### src/rtl/keypad_opcode_decoder.sv
// rtl/keypad_opcode_decoder.sv - keypad synchroniser, debouncer and one-entry opcode event buffer
module keypad_opcode_decoder #(
    parameter int NUM_KEYS        = 3,
    parameter int OP_W            = 3,
    parameter int ENTER_KEY       = 2,
    parameter int SYNC_STAGES     = 2,
    parameter int DEBOUNCE_CYCLES = 4
) (
    input  logic                clk,
    input  logic                rst,
    input  logic [NUM_KEYS-1:0] in,
    input  logic                op_ready,
    input  logic                ovf_clr,
    output logic [OP_W-1:0]     opcode,
    output logic                op_valid,
    output logic                is_result,
    output logic                is_enter,
    output logic                multi_err,
    output logic                overflow
);

    localparam int              CNT_W    = $clog2(DEBOUNCE_CYCLES + 1);
    localparam logic [CNT_W-1:0] CNT_MAX  = CNT_W'(DEBOUNCE_CYCLES);
    localparam logic [OP_W-1:0]  ENTER_OP = OP_W'(ENTER_KEY + 1);

    logic [NUM_KEYS-1:0] sync_q [SYNC_STAGES];
    logic [NUM_KEYS-1:0] sync_d [SYNC_STAGES];
    logic [NUM_KEYS-1:0] sync_out;

    logic [NUM_KEYS-1:0] cand_q, cand_d;
    logic [CNT_W-1:0]    cnt_q, cnt_d;
    logic [NUM_KEYS-1:0] db_q, db_d;
    logic [NUM_KEYS-1:0] db_prev_q, db_prev_d;

    logic                strobe_q, strobe_d;
    logic [OP_W-1:0]     key_op_q, key_op_d;
    logic                multi_err_q, multi_err_d;

    logic [OP_W-1:0]     opcode_q, opcode_d;
    logic                op_valid_q, op_valid_d;
    logic                overflow_q, overflow_d;

    logic                db_onehot;
    logic                db_rise;

    assign sync_out = sync_q[SYNC_STAGES-1];

    // Synchroniser shift chain: raw lines enter stage 0, last stage feeds the debouncer
    always_comb begin
        sync_d[0] = in;
        for (int i = 1; i < SYNC_STAGES; i++) begin
            sync_d[i] = sync_q[i-1];
        end
    end

    // Debounce: restart the count on any change, publish the candidate once it has been stable long enough
    always_comb begin
        cand_d = cand_q;
        cnt_d  = cnt_q;
        db_d   = db_q;
        if (sync_out != cand_q) begin
            cand_d = sync_out;
            cnt_d  = CNT_W'(1);
        end else if (cnt_q < CNT_MAX) begin
            cnt_d = cnt_q + CNT_W'(1);
        end
        if (cnt_q == CNT_MAX) begin
            db_d = cand_q;
        end
    end

    // Press detection: only a transition out of all-released counts; strobe and error are registered
    always_comb begin
        db_prev_d   = db_q;
        db_onehot   = (db_q != '0) && ((db_q & (db_q - NUM_KEYS'(1))) == '0);
        db_rise     = (db_prev_q == '0) && (db_q != '0);
        strobe_d    = db_rise && db_onehot;
        multi_err_d = db_rise && !db_onehot;
        key_op_d    = '0;
        for (int i = 0; i < NUM_KEYS; i++) begin
            if (db_q[i]) begin
                key_op_d = OP_W'(i + 1);
            end
        end
    end

    // One-entry output buffer; a new overflow wins over a simultaneous clear
    always_comb begin
        opcode_d   = opcode_q;
        op_valid_d = op_valid_q;
        overflow_d = overflow_q;
        if (ovf_clr) begin
            overflow_d = 1'b0;
        end
        if (strobe_q) begin
            if (!op_valid_q || op_ready) begin
                opcode_d   = key_op_q;
                op_valid_d = 1'b1;
            end else begin
                overflow_d = 1'b1;
            end
        end else if (op_valid_q && op_ready) begin
            opcode_d   = '0;
            op_valid_d = 1'b0;
        end
    end

    // State registers
    always_ff @(posedge clk or posedge rst) begin
        if (rst) begin
            for (int i = 0; i < SYNC_STAGES; i++) begin
                sync_q[i] <= '0;
            end
            cand_q      <= '0;
            cnt_q       <= '0;
            db_q        <= '0;
            db_prev_q   <= '0;
            strobe_q    <= 1'b0;
            key_op_q    <= '0;
            multi_err_q <= 1'b0;
            opcode_q    <= '0;
            op_valid_q  <= 1'b0;
            overflow_q  <= 1'b0;
        end else begin
            for (int i = 0; i < SYNC_STAGES; i++) begin
                sync_q[i] <= sync_d[i];
            end
            cand_q      <= cand_d;
            cnt_q       <= cnt_d;
            db_q        <= db_d;
            db_prev_q   <= db_prev_d;
            strobe_q    <= strobe_d;
            key_op_q    <= key_op_d;
            multi_err_q <= multi_err_d;
            opcode_q    <= opcode_d;
            op_valid_q  <= op_valid_d;
            overflow_q  <= overflow_d;
        end
    end

    assign opcode    = opcode_q;
    assign op_valid  = op_valid_q;
    assign is_result = op_valid_q && (opcode_q != ENTER_OP);
    assign is_enter  = op_valid_q && (opcode_q == ENTER_OP);
    assign multi_err = multi_err_q;
    assign overflow  = overflow_q;

endmodule
### config.mk
export PLATFORM = sky130hd
export DESIGN_NAME = keypad_opcode_decoder
export DESIGN_NICKNAME = d
export VERILOG_FILES = /design/src/rtl/keypad_opcode_decoder.sv
export SDC_FILE = /design/constraint.sdc
export NUM_CORES = 1
export LEC_CHECK = 0
export ABC_AREA = 1
export CAP_MARGIN = 5
export CORE_MARGIN = 2
export CORE_UTILIZATION = 40
export DETAILED_ROUTE_END_ITERATION = 7
export GPL_TIMING_DRIVEN = 0
export SLEW_MARGIN = 10
export SYNTH_ARGS = -nofsm -noshare
export SYNTH_HDL_FRONTEND = slang
export SYNTH_SLANG_ARGS = --single-unit
### constraint.sdc
create_clock -name clk -period 1.7 [get_ports clk]
set_input_delay 0.51 -clock clk [delete_from_list [all_inputs] [get_ports clk]]
set_output_delay 0.51 -clock clk [all_outputs]
set_load 0.05 [all_outputs]
==> impl_metrics.py, run 1 <==
metrics = {
    "status": {
        "outcome": "finished, final reports clean",
    },
    "place": {
        "place_area_sq_mm": 0.00115,
        "dp_hpwl_um": 1020,
        "io_buffers": 13,
        "routabilityCongestion": 0.709,
    },
    "die": {
        "die_x_um": 53.2,
        "io_pins": 15,
        "die_h_um": 53.2,
        "rows": 17,
        "initial_utilization_pct": 43.0,
        "fp.dieArea_sq_mm": 0.00283,
        "core_sq_mm": 0.00225,
    },
    "drt": {
        "drt_first_iter_violations": 2,
        "num_vias": 622,
        "dr_wl_met2_um": 686,
        "drc_errors": 0,
        "ant_nets": 0,
        "vias_per_cell": 4.44,
        "wl_per_cell_um": 9.61,
        "wl_met3_um": 69,
        "routed_wl_um": 1350,
        "highest_layer": "met4",
        "wl_met1_um": 572,
        "dr.pass1.iters": 2,
    },
    "global_routing": {
        "grt_pass1_wl_um": 2370,
        "first_global_vias": 590,
        "overflow": 0,
        "grt_usage_pct": 12.0,
        "grt_max_degree": 27,
        "antenna_found_initial": 0,
    },
    "power": {
        "pwr-share-comb_pct": 15.3,
        "ir_drop_mv": 0.671,
        "clock_power_share_pct": 23.2,
        "p_leak_nw": 0.592,
        "fin_total_pwr_mw": 1.10,
        "p_sw_mw": 0.300,
        "power_density_mw_per_mm2": 931,
        "p_int_mw": 0.801,
        "power_frac_seq_pct": 61.4,
        "p_sw_share_pct": 27.2,
    },
    "worst_setup_path": {
        "crit_chain": "inv_4, a21oi_2, buf_2",
        "startpoint_type": "register",
        "arrival_ns": 1.13,
        "end_kind": "output port",
        "critPathRequiredTime_ns": 1.19,
        "worstSetupPathType": "reg2out",
        "reg2reg_depth": 5,
        "reg2reg_from": "cnt_q[0]$_DFFE_PP0P_",
        "r2r_slack_ns": 0.65,
        "path_max_fanout": 4,
        "crit_buf_inv": 2,
        "cp_slowest_cell": "dfrtp_2",
        "timing.rr.end": "cnt_q[1]$_DFFE_PP0P_",
        "cpPeakStageDelay_ns": 0.43,
        "crit_family": "flip-flops",
        "startpoint": "op_valid$_DFFE_PP0P_",
    },
    "cts": {
        "path_clk_slew_ns": 0.13,
        "postCtsSetupBuffers": 0,
        "ctsHoldBuffers": 0,
        "cts_buffers": 3,
        "cts_tree": "done",
        "clk_latency_ns": 0.31,
        "cts_max_path_buffers": 2,
        "cts.sinks": 26,
        "h-tree-depth": 1,
        "clockRootBuffer": "clkbuf_4",
    },
    "job": {
        "maxCapViolCount": 0,
    },
    "layout": {
        "nNetsFinal": 122,
        "final-seq-area_sq_um": 654,
        "synthToLayoutAreaGrowth_pct": 22.1,
        "multiInputGateArea_sq_um": 250,
        "drive_gt1_share_pct": 16.1,
        "diodes": 0,
        "fillers": 212,
        "fin_area_sq_mm": 0.00118,
        "fin_util_pct": 52.4,
    },
    "sta": {
        "finalCritPeriodShare_pct": 96.7,
        "slew_headroom_pct": 38.9,
        "drv_slew": 0,
        "hold_violations": 0,
        "min_period_ns": 1.64,
        "worst_hold_slack_ns": 0.368,
        "clock_skew_ns": 0.00779,
        "max_freq_mhz": 608,
        "setup_violations": 0,
        "tightest_slew_ns": 0.916,
    },
    "synth": {
        "synth_area_per_cell_sq_um": 10.2,
        "synth-main-ff-cell": "dfrtp_1",
        "synth.net_count": 104,
        "ys_async_sr_fraction_pct": 100,
        "synthesis.area_sq_um": 968,
        "synth.distinct_cells": 20,
        "seq_area_frac_synth_pct": 67.2,
        "synth_top_area_share_pct": 67.2,
        "synth_area_leaders": "dfrtp_1 67%, nand2_1 7.8%, inv_1 6.2%",
        "yosysWarnings": 0,
        "ys_seq_elements": 26,
        "synthCells": 95,
        "synth_area_leader_cell": "dfrtp_1",
        "synth-edff-count": 0,
    },
    "min_path": {
        "min-delay-start": "sync_d[0]$_DFF_PP0_",
        "hp-class": "reg2reg",
        "min_to": "sync_out[0]$_DFF_PP0_",
        "whs_path_depth": 0,
    },
}
worst register-to-register path, delay by kind of cell (launching register included):
| family | cells | cell delay (ns) |
|---|---|---|
| simple gates | 2 | 0.11 |
| compound gates | 1 | 0.11 |
| buf+inv | 1 | 0.07 |
| flops | 1 | 0.39 |
| fa+ha+maj | 1 | 0.29 |
layer usage:
metal  track usage, %  vias to the layer above
met5                0                        -
met4             7.69                        0
met3             2.54                        2
met2             21.2                       12
met1             12.7                      292
li1                 -                      316
synthesized netlist by cell type (2+ instances only):
cell / count
dfrtp_1: 26
nand2_1: 20
inv_1: 16
nor2_1: 7
o21ai_0: 4
clkbuf_1: 3
nand3_1: 3
a21oi_1: 2
ha_1: 2
o21ai_1: 2
final cells by class:
type | instances | area share, %
Tap cell | 28 | 2.96
Multi-Input combinational cell | 48 | 21.2
Clock buffer | 4 | 2.22
Inverter | 17 | 5.61
Timing Repair Buffer | 13 | 11.1
Sequential cell | 26 | 55.3
Buffer | 4 | 1.59
placed cells by master (no fill, tap or decap), drive strengths merged, types with 2 or more instances in the layout:
cell,synthesis,routed
a21oi,2,2
buf,1,3
clkbuf,3,7
clkdlybuf4s15,0,5
clkdlybuf4s50,0,6
dfrtp,26,26
ha,2,2
inv,17,17
nand2,20,20
nand3,3,3
nor2,7,7
o21ai,6,6
flip-flops by register name, indices dropped and copies added (netlist names):
| name | count |
|---|---|
| key_op_q | 2 |
| db_prev_d | 3 |
| multi_err | 1 |
| cnt_q | 3 |
| strobe_q | 1 |
| sync_d | 3 |
| opcode | 2 |
| sync_out | 3 |
| db_prev_q | 3 |
| op_valid | 1 |
| overflow | 1 |
| cand_q | 3 |
worst max-delay path by stage:
stage                endpoint  slack [ns]  cells past startpoint
global route        is_result      -0.002                      3
global placement     is_enter       -0.20                      3
CTS                  is_enter       -0.04                      3
floorplan            is_enter        0.07                      2
detailed placement   is_enter       -0.21                      3
finish              is_result        0.06                      3
kinds of logic (layout without fill, tap and decap cells):
kind of cell | after synthesis | count (layout) | synth area share [%]
other | 1 | 1 | 0.387
and+or+nand+nor | 34 | 34 | 14.9
xor gates and xnor gates | 1 | 1 | 0.905
AOI/OAI and AO/OA | 10 | 10 | 5.56
adders and majority gates | 2 | 2 | 2.58
DFF | 26 | 26 | 67.2
buffers and inverters | 21 | 38 | 8.53
metrics by stage:
step | TNS (ns) | setup WS, ns | cells
floorplan | 0 | 0.0730 | 95
CTS | -0.0393 | -0.0393 | 140
detailed placement | -0.821 | -0.208 | 136
finish | 0 | 0.0561 | 140
global route | -0.00234 | -0.00234 | 140
global placement | -0.540 | -0.203 | 136
power by group through the flow:
stage | logic [mW] | registers, mW | clock network (mW)
2_1_floorplan | 0.0929 | 0.714 | 0
3_5_place_dp | 0.178 | 0.687 | 0
6_report | 0.169 | 0.676 | 0.256
5_1_grt | 0.188 | 0.682 | 0.290
4_1_cts | 0.171 | 0.675 | 0.269
3_3_place_gp | 0.175 | 0.686 | 0
timing repair:
| item | in CTS | in global routing |
|---|---|---|
| gates resized for setup | 23 | 6 |
| setup endpoints to repair | 7 | 3 |
| hold endpoints to repair | 0 | 0 |
| pin swaps | 0 | 1 |
| cloned | 0 | 0 |
(Power assumes the default switching activity.)
==> inputs of run 2 (changes only) <==
--- a/config.mk
+++ b/config.mk
@@ -6,11 +6,10 @@
 export NUM_CORES = 1
 export LEC_CHECK = 0
 export ABC_AREA = 1
-export CAP_MARGIN = 5
 export CORE_MARGIN = 2
 export CORE_UTILIZATION = 40
 export DETAILED_ROUTE_END_ITERATION = 7
-export GPL_TIMING_DRIVEN = 0
+export GPL_TIMING_DRIVEN = 1
 export SLEW_MARGIN = 10
 export SYNTH_ARGS = -nofsm -noshare
 export SYNTH_HDL_FRONTEND = slang
==> run 2 against run 1 <==
Clock skew is 0.0016 ns lower. Critical endpoint is now is_enter. Worst setup slack got worse by 0.0068 ns. Combinational power rose by 33%. Die area unchanged. Critical path type unchanged.
==> impl_metrics.py, run 2 (synthesized netlist as in run 1, its figures left out) <==
metrics = {
    "power": {
        "power_frac_seq_pct": 56.1,
        "p_leak_nw": 0.635,
        "power_density_mw_per_mm2": 945,
        "p_sw_share_pct": 26.4,
        "ir_drop_mv": 0.595,
        "pwr-share-comb_pct": 18.7,
        "clock_power_share_pct": 25.1,
        "p_sw_mw": 0.316,
        "p_int_mw": 0.884,
    },
    "layout": {
        "final-seq-area_sq_um": 654,
        "fillers": 215,
        "diodes": 0,
        "fin_util_pct": 56.3,
        "layout_commonest_cell": "dfrtp_1",
        "fin_cells": 140,
        "nNetsFinal": 122,
        "synthToLayoutAreaGrowth_pct": 31.1,
        "multiInputGateArea_sq_um": 250,
        "most-common-layout-cells": "23 x dfrtp_1, 20 x nand2_1, 15 x inv_1",
        "drive_gt1_share_pct": 20.5,
    },
    "die": {
        "io_pins": 15,
        "die_x_um": 53.2,
        "initial_utilization_pct": 43.0,
        "core_sq_mm": 0.00225,
        "fp.dieArea_sq_mm": 0.00283,
        "rows": 17,
        "die_h_um": 53.2,
    },
    "worst_setup_path": {
        "worstSetupPathType": "reg2out",
        "crit_family": "flip-flops",
        "arrival_ns": 1.14,
        "crit_chain": "inv_2, nor3_4, buf_12",
        "critPathRequiredTime_ns": 1.19,
        "path_max_fanout": 3,
        "crit_buf_inv": 2,
        "startpoint_type": "register",
        "cp_slowest_cell": "dfrtp_2",
        "end_kind": "output port",
        "cpPeakStageDelay_ns": 0.41,
    },
    "cts": {
        "cts_tree": "done",
        "cts_buffers": 3,
        "ctsHoldBuffers": 0,
        "path_clk_slew_ns": 0.13,
        "cts_max_path_buffers": 2,
        "clockRootBuffer": "clkbuf_4",
        "clk_latency_ns": 0.32,
        "cts.sinks": 26,
        "h-tree-depth": 1,
    },
    "drt": {
        "wl_per_cell_um": 10.0,
        "dr.pass1.iters": 4,
        "wl_met1_um": 584,
        "vias_per_cell": 4.55,
        "drc_errors": 0,
        "routed_wl_um": 1400,
        "drt_first_iter_violations": 7,
        "dr_wl_met2_um": 723,
        "wl_met3_um": 77,
        "highest_layer": "met4",
        "ant_nets": 0,
        "num_vias": 637,
    },
    "place": {
        "routabilityCongestion": 0.705,
        "io_buffers": 13,
        "place_ws_ns": 0.246,
        "dp_hpwl_um": 1050,
        "dp.cells": 133,
    },
    "sta": {
        "layout_setup_ws_ns": 0.0493,
        "finalCritPeriodShare_pct": 97.1,
        "max_freq_mhz": 606,
        "min_period_ns": 1.65,
        "setup_violations": 0,
        "clock_skew_ns": 0.00619,
        "hold_violations": 0,
        "rsz0062_at_grt": "yes",
        "drv_slew": 0,
    },
    "global_routing": {
        "grt_max_degree": 27,
        "grt_pass1_wl_um": 2590,
        "grt_usage_pct": 13.0,
        "overflow": 0,
        "antenna_found_initial": 0,
        "first_global_vias": 615,
    },
    "job": {
        "maxCapViolCount": 0,
    },
    "min_path": {
        "hp-class": "reg2reg",
    },
    "status": {
        "outcome": "finished, final reports clean",
    },
}
run 2: cell count changes in the layout (fill, tap and decap cells not counted), moves of 3 or more:
cell | before | now
buf_12 | 0 | 7
clkbuf_1 | 4 | 0
clkdlybuf4s15_2 | 4 | 0
buf_4 | 1 | 4
run 2: stage by stage:
step | power, mW | setup TNS, ns | hold slack, ns | area (sq um)
2_1_floorplan | 0.807 | 0 | 0.331 | 987
3_3_place_gp | 0.896 | 0 | 0.337 | 1210
3_5_place_dp | 0.900 | 0 | 0.337 | 1210
4_1_cts | 1.21 | 0 | 0.374 | 1260
5_1_grt | 1.26 | -0.0146 | 0.386 | 1270
6_report | 1.20 | 0 | 0.371 | 1270
run 2: final timing paths:
kind                                       startpoint                      to  slack (ns)  cells after the start
max in group asynchronous                         rst    op_valid$_DFFE_PP0P_        0.92                      3
min in group asynchronous                         rst  db_prev_q[0]$_DFF_PP0_        0.53                      3
worst min-delay path              sync_d[1]$_DFF_PP0_   sync_out[1]$_DFF_PP0_        0.37                      0
worst min register to register    sync_d[1]$_DFF_PP0_   sync_out[1]$_DFF_PP0_        0.37                      0
worst max-delay path            opcode[1]$_DFFE_PP0P_                is_enter        0.05                      3
worst max register to register   cnt_q[0]$_DFFE_PP0P_    cnt_q[1]$_DFFE_PP0P_        0.65                      5
run 2: power groups by stage:
stage               sequential [mW]  combinational, mW  clock [mW]
finish                        0.674              0.225       0.302
global route                  0.678              0.246       0.335
CTS                           0.675              0.223       0.314
detailed placement            0.692              0.208           0
global placement              0.692              0.205           0
floorplan                     0.714             0.0929           0
run 2: layer usage:
metal	vias to the layer above	global-route usage (%)
li1	319	-
met2	15	23.5
met1	300	14.5
met3	3	3.39
met5	-	0
met4	0	5.13
run 2: area by class of cell:
| class | count | share of cell area [%] |
|---|---|---|
| well taps | 28 | 2.76 |
| inverters | 17 | 5.02 |
| clock buffers | 4 | 2.86 |
| flip-flops and latches | 26 | 51.5 |
| multi-input cells | 48 | 19.7 |
| repair buffers | 17 | 18.1 |
run 2: timing repair:
action	4_1_cts	5_1_grt
setup endpoints to repair	1	1
endpoints found under the hold margin	0	0
resized for setup	0	1
buffers inserted	2	1
pin swaps	0	1
